File: src/rtl/prog_tick_divider.sv
// Programmable multi-channel tick divider: each channel emits a one-cycle tick every act+1
// enabled cycles plus a half-rate square wave, with shadowed divisor updates.
module prog_tick_divider #(
    parameter int W       = 16,
    parameter int NCH     = 2,
    parameter int RST_DIV = 3,
    parameter int CHW     = (NCH > 1) ? $clog2(NCH) : 1
) (
    input  logic           clk,
    input  logic           rst,
    input  logic           sclr,
    input  logic [NCH-1:0] en,
    input  logic           wr_en,
    input  logic [CHW-1:0] wr_ch,
    input  logic [W-1:0]   wr_div,
    output logic           wr_ack,
    output logic [NCH-1:0] tick,
    output logic [NCH-1:0] sq,
    output logic [NCH-1:0] pend
);

    localparam logic [W-1:0] RST_VAL = W'(RST_DIV);

    logic [NCH-1:0][W-1:0] act_q, act_d;
    logic [NCH-1:0][W-1:0] sh_q, sh_d;
    logic [NCH-1:0][W-1:0] cnt_q, cnt_d;
    logic [NCH-1:0]        pend_q, pend_d;
    logic [NCH-1:0]        tick_q, tick_d;
    logic [NCH-1:0]        sq_q, sq_d;
    logic                  wr_ack_q, wr_ack_d;
    logic [NCH-1:0]        wr_hit;

    always_comb begin
        act_d  = act_q;
        sh_d   = sh_q;
        cnt_d  = cnt_q;
        pend_d = pend_q;
        tick_d = '0;
        sq_d   = sq_q;
        wr_hit = '0;
        for (int i = 0; i < NCH; i++) begin
            // Out-of-range channel indices never match, so such writes fall through untouched.
            wr_hit[i] = wr_en && (wr_ch == CHW'(i));
            if (sclr) begin
                cnt_d[i] = '0;
                sq_d[i]  = 1'b0;
                if (wr_hit[i]) begin
                    sh_d[i]   = wr_div;
                    pend_d[i] = 1'b1;
                end
            end else if (en[i]) begin
                if (cnt_q[i] >= act_q[i]) begin
                    cnt_d[i]  = '0;
                    tick_d[i] = 1'b1;
                    sq_d[i]   = ~sq_q[i];
                    // Period boundary: a divisor arriving now or waiting in the shadow takes effect.
                    if (wr_hit[i]) begin
                        act_d[i]  = wr_div;
                        sh_d[i]   = wr_div;
                        pend_d[i] = 1'b0;
                    end else if (pend_q[i]) begin
                        act_d[i]  = sh_q[i];
                        pend_d[i] = 1'b0;
                    end
                end else begin
                    cnt_d[i] = cnt_q[i] + W'(1);
                    if (wr_hit[i]) begin
                        sh_d[i]   = wr_div;
                        pend_d[i] = 1'b1;
                    end
                end
            end else if (pend_q[i]) begin
                // Idle channel with a waiting divisor: apply it and restart the count so cnt <= act holds.
                cnt_d[i]  = '0;
                pend_d[i] = 1'b0;
                if (wr_hit[i]) begin
                    act_d[i] = wr_div;
                    sh_d[i]  = wr_div;
                end else begin
                    act_d[i] = sh_q[i];
                end
            end else if (wr_hit[i]) begin
                sh_d[i]   = wr_div;
                pend_d[i] = 1'b1;
            end
        end
        wr_ack_d = |wr_hit;
    end

    always_ff @(posedge clk or posedge rst) begin
        if (rst) begin
            for (int i = 0; i < NCH; i++) begin
                act_q[i] <= RST_VAL;
                sh_q[i]  <= RST_VAL;
                cnt_q[i] <= '0;
            end
            pend_q   <= '0;
            tick_q   <= '0;
            sq_q     <= '0;
            wr_ack_q <= 1'b0;
        end else begin
            act_q    <= act_d;
            sh_q     <= sh_d;
            cnt_q    <= cnt_d;
            pend_q   <= pend_d;
            tick_q   <= tick_d;
            sq_q     <= sq_d;
            wr_ack_q <= wr_ack_d;
        end
    end

    assign tick   = tick_q;
    assign sq     = sq_q;
    assign pend   = pend_q;
    assign wr_ack = wr_ack_q;

endmodule

File: config.mk
export PLATFORM = sky130hd
export DESIGN_NAME = prog_tick_divider
export DESIGN_NICKNAME = d
export VERILOG_FILES = /design/src/rtl/prog_tick_divider.sv
export SDC_FILE = /design/constraint.sdc
export NUM_CORES = 1
export LEC_CHECK = 0
export CELL_PAD_IN_SITES_DETAIL_PLACEMENT = 1
export CELL_PAD_IN_SITES_GLOBAL_PLACEMENT = 1
export CORE_MARGIN = 1.5
export CORE_UTILIZATION = 48
export DETAILED_ROUTE_END_ITERATION = 7
export PLACE_DENSITY_LB_ADDON = 0.05
export SYNTH_ARGS = -nofsm -noshare
export SYNTH_HDL_FRONTEND = slang
export SYNTH_SLANG_ARGS = --single-unit
export TNS_END_PERCENT = 30
File: constraint.sdc
create_clock -name clk -period 4.85 [get_ports clk]
set_clock_uncertainty 0.05 [all_clocks]
set_input_delay 1.455 -clock clk [delete_from_list [all_inputs] [get_ports clk]]
set_output_delay 1.455 -clock clk [all_outputs]
set_load 0.01 [all_outputs]
==> results of run 1 <==
report_power, final:
part | switching, mW | total [mW] | internal [mW] | leakage [nW]
registers | 0.0909 | 1.12 | 1.02 | 1.28
logic | 0.242 | 0.521 | 0.278 | 1.35
clock network | 0.302 | 0.544 | 0.242 | 0.0933
total | 0.635 | 2.18 | 1.54 | 2.72
routing by layer:
layer  global-route usage, %  up-vias  wire length (um)
met4                    5.90        0               110
met3                    5.15        9               353
met5                       0        -                 0
li1                        -     1643                 -
met2                    33.0       44              5190
met1                    29.8     1738              5280
layout make-up:
| cell class | instances | area [sq um] |
|---|---|---|
| Clock buffer | 10 | 128 |
| Clock inverter | 6 | 67.6 |
| Fill cell | 1115 | 4600 |
| Inverter | 42 | 160 |
| Multi-Input combinational cell | 294 | 2420 |
| Sequential cell | 103 | 2590 |
| Tap cell | 136 | 170 |
| Timing Repair Buffer | 35 | 335 |
sequential cells by signal (all words and copies together), names as in the netlist:
name / cells
act_q: 32
cnt_q: 32
sh_q: 32
pend: 2
sq: 2
tick: 2
wr_ack: 1
cells by family (layout without fill, tap and decap cells):
kind of cell / count (synthesis) / after routing
compound gates: 52 / 52
fa+ha+maj: 34 / 34
buf+inv: 52 / 93
simple gates: 123 / 123
flops: 103 / 103
mux: 65 / 65
xor+xnor: 20 / 20
path summary, 6_finish.rpt:
check                                   endpoint  slack [ps]  depth (start not counted)
max in group asynchronous   act_q[0]$_DFFE_PP1P_        2390                          3
min                           sh_q[31]$_DFF_PP0_         450                          1
min in group asynchronous  act_q[19]$_DFFE_PP0P_        1550                          2
max reg2reg                act_q[25]$_DFFE_PP0P_        1640                          7
max                        act_q[13]$_DFFE_PP0P_        1420                          7
min reg2reg                   sh_q[31]$_DFF_PP0_         450                          1
worst register-to-register path: stages (launching register included):
cell     delay, ps
dfrtp_1        460
ha_1           320
and4_1         280
nand2_1         80
or4_1          640
nand3_2        170
mux2i_4        690
mux2_2         410
cells in the mapped netlist (all sizes together), types with 2 or more instances:
master | instances | area (sq um)
dfrtp | 95 | 2380
mux2 | 64 | 796
inv | 42 | 158
nor2 | 35 | 131
ha | 34 | 425
nand2 | 24 | 92.6
xor2 | 16 | 140
a21oi | 14 | 70.1
nand3 | 14 | 75.1
nand4 | 12 | 75.1
o21ai | 12 | 60.1
nor3 | 11 | 55.1
dfstp | 8 | 210
and3 | 6 | 37.5
clkbuf | 6 | 22.5
or3 | 6 | 37.5
buf | 4 | 40.0
xnor2 | 4 | 35.0
and2 | 3 | 18.8
and4 | 3 | 26.3
nand2b | 3 | 26.3
a211o | 2 | 17.5
a211oi | 2 | 27.5
a21boi | 2 | 15.0
a21o | 2 | 15.0
a311oi | 2 | 35.0
a31oi | 2 | 12.5
a41oi | 2 | 25.0
nor2b | 2 | 12.5
o21a | 2 | 15.0
o22a | 2 | 17.5
or4 | 2 | 15.0
metrics by stage:
step	hold WS, ps	instances	power, mW	setup WS, ps	cell area, sq um
after detailed placement	434	610	1.66	1050	5670
after CTS	457	626	2.21	1440	5860
after global routing	475	626	2.33	1310	5860
after floorplan	418	449	1.49	654	5220
after global placement	426	610	1.62	1120	5670
final	452	626	2.18	1420	5860
==> qor.txt, run 1 <==
TritonCTS clock tree - done
Drt drc - 0
Hold Crit Start - sh_q[31]$_DFF_PP0_
Die area - 11500 sq um
Routed vias/inst - 5.49
IR Drop Worst-Case VDD - 0.000282 V
EDFF count, synth - 0
Starting density of the core - 49.9%
Hold Path Class - reg2reg
Post-synth ARST share - 100%
Simple-gate share of the synthesized area - 11.8%
Period utilisation layout - 70.6%
Largest net degree at the start of global routing - 70
Max Slew Vio Count - 0
Core Region - 10500 sq um
Most frequent CP cell - buf_4
Delay-heaviest family, CP - buffers and inverters
CP arrival - 3630 ps
Syn Std Cell Area - 5220 sq um
CP cell instances - clkdlybuf4s50_1, nor2b_1, buf_4, nor2_1, a211oi_4, buf_4, mux2_2
Initial DRT Pass Iterations - 4
Max cap viols - 0
Initial DRC count - 102
Worst path buffer plus inverter count - 3
Cts bufs inserted - 9
Slew margin rel. - 32.6%
Commonest non-fill, non-tap cells in the layout - dfrtp_1, mux2_2, inv_1, nor2_1, ha_1
Flops & latches, synth - 103
RSZ-0062 raised after global routing - no
Post-Synth Adder-Cell Area - 8.14%
Startpoint types - input pin
Power Density - 372 nW/um^2
CP Capture Type - flop
Kind of critical path - in2reg
Post-synth top flop - dfrtp_1
Post-Synthesis Cells - 449
CP required - 5060 ps
First-pass GRT wire length - 18800 um
Drt wl/cell - 17.5 um
Final #Nets - 542
Largest family of logic cells by synthesized area - multiplexers
Vias - 3434
Status - finished clean
Total wire length - 10900 um
Commonest non-fill, non-tap cell in the layout - dfrtp_1
Post-CTS resize count - 0
Netlist cell types - 54
CP Max Fanout - 18
Synth Area in Compound Gates - 7.28%
Final setup vio count - 0
GRT Residual Overflow - 0
XOR/XNOR share of the synthesized area - 3.35%
Slowest stage delay, CP - 510 ps
Site Rows - 37
Fin util - 56.1%
R2r startpoint - cnt_q[25]$_DFFE_PP0P_
Leakage power - 2.72 nW
I/O pin cnt - 30
CTS H-tree lvls - 3
Postcts setup bufs - 0
Proportion of synthesized area in mux cells - 15.7%
All-Layer GR Usage - 21.3%
Ant. Diodes - 0
Syn Nets - 506
Initial antenna violation count - 0
Longest Clk Path Bufs - 2
Die width - 107 um
Yosys warning total - 0
Cts hold-fix bufs - 0
Clock Latency Late Sink - 370 ps
Clk sinks - 103
Layout area overhead - 12.3%
Post-DP HPWL - 8310 um
Routability-driven placement congestion ratio - 0.762
Final Hold Vio Count - 0
Vias in the first global route - 3666
Root Driver - clkbuf_8
Master of the slowest instance on the critical path - clkdlybuf4s50_1
Post-DRT Antenna Nets - 0
Post-Syn Area per Cell - 11.6 sq um
Fmax - 292 MHz
Sequential share of the synthesized area - 49.5%
Share of layout cells above drive strength 1 - 20.8%
# port buffers - 29
Least-Margin Pin Slew - 1010 ps
Crit path from - wr_en
Setup tns final - 0 ps
Reg clk slew, reported paths - 100 ps
Tmin final - 3430 ps
Die height - 107 um
Note: power is estimated with default switching activity, not from simulation.
==> run 2, diff against run 1 <==
- CORE_UTILIZATION: 48 -> 44
- clock period: 4.85 -> 3.1 ns (I/O delays scaled with it)
==> qor.txt, run 2 (synthesis gave the netlist of run 1 again) <==
Status - finished with violations
Failing checks - design-rule violations
Initial DRT Pass Iterations - 8
Site Rows - 39
Setup tns final - 0 ps
Clock Latency Late Sink - 360 ps
RSZ-0062 raised after global routing - no
Largest net degree at the start of global routing - 47
Hold Path Class - reg2reg
Final #Nets - 553
Ant. Diodes - 0
Initial DRC count - 143
Die area - 12500 sq um
Postcts setup bufs - 0
Least-Margin Pin Slew - 899 ps
CP Capture Type - flop
WHS Path Cells - 1
Layout area overhead - 17.1%
Routability-driven placement congestion ratio - 0.832
Tmin final - 2890 ps
Leakage power - 2.84 nW
TritonCTS clock tree - done
Fin util - 53.1%
Startpoint types - flop
First-pass GRT wire length - 19400 um
Longest Clk Path Bufs - 2
Drt wl/cell - 17.5 um
Die height - 112 um
Vias - 3465
Initial antenna violation count - 0
Slew margin rel. - 39.9%
IR Drop Worst-Case VDD - 0.000344 V
Core Region - 11500 sq um
# port buffers - 29
Fmax - 346 MHz
Total wire length - 11300 um
R2R setup slack - 210 ps
All-Layer GR Usage - 19.8%
Clk sinks - 103
Post-route setup slack - 210 ps
Vias in the first global route - 3735
Max cap viols - 0
Commonest non-fill, non-tap cells in the layout - dfrtp_1, mux2_2, inv_1, nor2_1, ha_1
Hold EP - sh_q[30]$_DFF_PP0_
CP arrival - 3080 ps
Hold Crit Start - sh_q[30]$_DFF_PP0_
CTS H-tree lvls - 3
Period utilisation layout - 93.2%
Post-DP HPWL - 8440 um
Routed vias/inst - 5.38
Die width - 112 um
R2R depth - 8
Root Driver - clkbuf_16
Pre-CTS WS - 141 ps
CP required - 3290 ps
CP Max Fanout - 6
Final Hold Vio Count - 0
Drt drc - 7
Share of layout cells above drive strength 1 - 22.6%
Final setup vio count - 0
Fill cells - 1226
Post-DRT Antenna Nets - 0
Max Slew Vio Count - 0
I/O pin cnt - 30
GRT Residual Overflow - 0
Starting density of the core - 45.4%
Cts bufs inserted - 9
Reg clk slew, reported paths - 70 ps
R2r startpoint - cnt_q[25]$_DFFE_PP0P_
Kind of critical path - reg2reg
RR Endpoint - act_q[27]$_DFFE_PP0P_
Commonest non-fill, non-tap cell in the layout - dfrtp_1
Power Density - 620 nW/um^2
Biggest regs - act_q x32, cnt_q x32, sh_q x32
run 2: where the power goes:
group          total (mW)  switching, mW  internal [mW]
clock network        1.22          0.510          0.710
registers            1.74          0.136           1.60
logic               0.829          0.379          0.450
total                3.79           1.03           2.76
run 2: routing by layer:
| layer | global-route usage (%) | vias up | routed length (um) |
|---|---|---|---|
| met5 | 0 | - | 0 |
| met4 | 3.80 | 0 | 99 |
| met3 | 5.17 | 9 | 338 |
| met2 | 31.9 | 44 | 5240 |
| met1 | 27.4 | 1755 | 5570 |
| li1 | - | 1657 | - |
run 2: stage by stage:
step / cell area [sq um] / cells / total power [mW] / hold WS [ps]
4_1_cts: 6120 / 644 / 3.84 / 447
6_report: 6120 / 644 / 3.79 / 442
5_1_grt: 6120 / 644 / 4.01 / 465
3_5_place_dp: 5800 / 628 / 2.60 / 432
2_1_floorplan: 5230 / 449 / 2.34 / 418
3_3_place_gp: 5800 / 628 / 2.56 / 426
run 2: worst max path at each step:
| stage | start | to | slack, ps | cells after the start |
|---|---|---|---|---|
| after floorplan | act_q[0]$_DFFE_PP1P_ | act_q[15]$_DFFE_PP0P_ | 340 | 8 |
| after global routing | cnt_q[16]$_DFFE_PP0P_ | cnt_q[31]$_DFFE_PP0P_ | 60 | 9 |
| after global placement | sclr | cnt_q[11]$_DFFE_PP0P_ | 180 | 7 |
| after detailed placement | sclr | cnt_q[12]$_DFFE_PP0P_ | 140 | 8 |
| after CTS | act_q[16]$_DFFE_PP1P_ | act_q[27]$_DFFE_PP0P_ | 170 | 8 |
| final | cnt_q[25]$_DFFE_PP0P_ | act_q[27]$_DFFE_PP0P_ | 210 | 8 |
run 2: critical path: stages (launching register included):
cell and delay [ps]:
dfrtp_1 450, ha_1 330, and4_1 270, nand2_1 60, or4_1 590, nand3_2 150, mux2i_4 350, buf_4 200
mux2_2 330
run 2: area by class of cell:
cell class	instances	area, sq um	share of cell area [%]
Sequential cell	103	2590	42.3
Multi-Input combinational cell	294	2420	39.6
Timing Repair Buffer	46	455	7.45
Clock buffer	11	233	3.80
Tap cell	143	179	2.92
Inverter	42	161	2.64
Clock inverter	5	81.3	1.33
run 2: what timing repair did:
| item | 4_1_cts | 5_1_grt |
|---|---|---|
| hold endpoints to repair | 0 | 0 |
| resized for setup | 0 | 1 |
| endpoints found under the setup margin | 0 | 5 |
| hold buffers | 0 | 0 |
==> run 3, diff against run 2 <==
- CORE_UTILIZATION: 44 -> 48
- clock period: 3.1 -> 2.8 ns (I/O delays scaled with it)
==> qor.txt, run 3 (synthesis gave the netlist of run 1 again) <==
Clock Latency Late Sink - 370 ps
CP Capture Type - flop
I/O pin cnt - 30
GRT Residual Overflow - 0
All-Layer GR Usage - 22.9%
Core Region - 10500 sq um
WHS Path Cells - 1
Layout area overhead - 20.2%
Startpoint types - flop
Root Driver - clkbuf_8
Cts bufs inserted - 9
CP arrival - 3010 ps
CP Max Fanout - 5
Max cap viols - 0
RSZ-0062 raised after global routing - yes
Clk pwr share - 25.4%
IR Drop Worst-Case VDD - 0.000326 V
Die area - 11500 sq um
Longest Clk Path Bufs - 2
Fmax - 357 MHz
Sw frac - 30.0%
Leakage power - 2.94 nW
Crit path from - act_q[0]$_DFFE_PP1P_
Hold Crit Start - sh_q[24]$_DFF_PP0_
Pre-CTS WS - -42.9 ps
R2R depth - 9
R2R setup slack - -3 ps
Tmin final - 2800 ps
Hold Path Class - reg2reg
Final #Nets - 575
Die width - 107 um
P_int - 2.81 mW
Vias in the first global route - 3996
Period utilisation layout - 100%
Switching power - 1.20 mW
Routed vias/inst - 5.50
Biggest regs - act_q x32, cnt_q x32, sh_q x32
Post-DRT Antenna Nets - 0
Routability-driven placement congestion ratio - 0.802
Total wire length - 12500 um
Final Hold Vio Count - 0
Cts hold-fix bufs - 0
RR Endpoint - act_q[7]$_DFFE_PP0P_
Status - finished with violations
Reg clk slew, reported paths - 110 ps
Ant. Diodes - 0
Post-route setup slack - -2.82 ps
Commonest non-fill, non-tap cells in the layout - dfrtp_1, inv_1, mux2_2, nor2_1, buf_4
Starting density of the core - 49.9%
R2r startpoint - act_q[0]$_DFFE_PP1P_
Initial DRT Pass Iterations - 4
Least-Margin Pin Slew - 611 ps
Clk sinks - 103
Setup tns final - -3.19 ps
Largest net degree at the start of global routing - 104
Commonest non-fill, non-tap cell in the layout - dfrtp_1
# port buffers - 29
Fin util - 60.0%
Placed instance area - 5900 sq um
Hold EP - sh_q[24]$_DFF_PP0_
Slew margin rel. - 58.9%
Kind of critical path - reg2reg
Comb pwr share - 26.2%
Site Rows - 37
Drt wl/cell - 19.0 um
CTS H-tree lvls - 3
Post-route cell area - 6280 sq um
Initial DRC count - 134
Die height - 107 um
Initial antenna violation count - 0
Vias - 3622
Final setup vio count - 2
Failing checks - negative setup slack
Max Slew Vio Count - 0
Drt drc - 0
Seq pwr share - 48.4%
First-pass GRT wire length - 20200 um
CP required - 3010 ps
TritonCTS clock tree - done
Share of layout cells above drive strength 1 - 27.3%
Post-DP HPWL - 8850 um
Power Density - 639 nW/um^2
run 3: repair_timing:
| action | CTS | global route |
|---|---|---|
| setup endpoints to repair | 27 | 30 |
| gates resized for setup | 2 | 16 |
| gates cloned | 0 | 1 |
| setup buffers | 0 | 7 |
| pin swaps | 1 | 5 |
run 3: power by group through the flow:
stage	sequential, mW	clock, mW	combinational, mW
floorplan	1.90	0	0.684
global placement	1.95	0	0.901
detailed placement	1.96	0	0.969
CTS	1.94	1.05	0.995
global route	1.98	1.10	1.16
finish	1.94	1.02	1.05
run 3: critical path: stages, from the launching register on:
cell and delay, ps:
dfstp_2 570, ha_4 200, nand2b_4 130, a2111o_1 400, a311oi_4 350, nand2_2 130
a211oi_4 280, buf_6 160, clkbuf_16 150, mux2_4 290
run 3: per-layer routing:
metal	global-route usage (%)	routed length (um)	up-vias
met4	5.71	155	0
met2	40.3	6310	49
met3	3.57	281	12
met5	0	0	-
li1	-	-	1706
met1	29.5	5790	1855
run 3: worst max-delay path by stage:
stage                       endpoint  depth (start not counted)
2_1_floorplan  act_q[15]$_DFFE_PP0P_                          8
3_3_place_gp   cnt_q[28]$_DFFE_PP0P_                          8
3_5_place_dp   act_q[12]$_DFFE_PP0P_                          6
4_1_cts        act_q[12]$_DFFE_PP0P_                          8
5_1_grt         act_q[8]$_DFFE_PP0P_                          9
6_report        act_q[7]$_DFFE_PP0P_                          9
run 3: final cells by class:
type                       count  area [sq um]
inverter                      42           161
tap                          136           170
sequential                   103          2590
fill                        1102          4180
multi-input combinational    294          2490
timing repair buffer          68           653
clock buffer                  10           138
clock inverter                 6          76.3
run 3: per-stage QoR:
step	std cells	power [mW]	hold WS, ps
2_1_floorplan	449	2.59	418
3_3_place_gp	635	2.85	426
3_5_place_dp	635	2.93	433
4_1_cts	651	3.98	459
5_1_grt	659	4.24	469
6_report	659	4.01	459
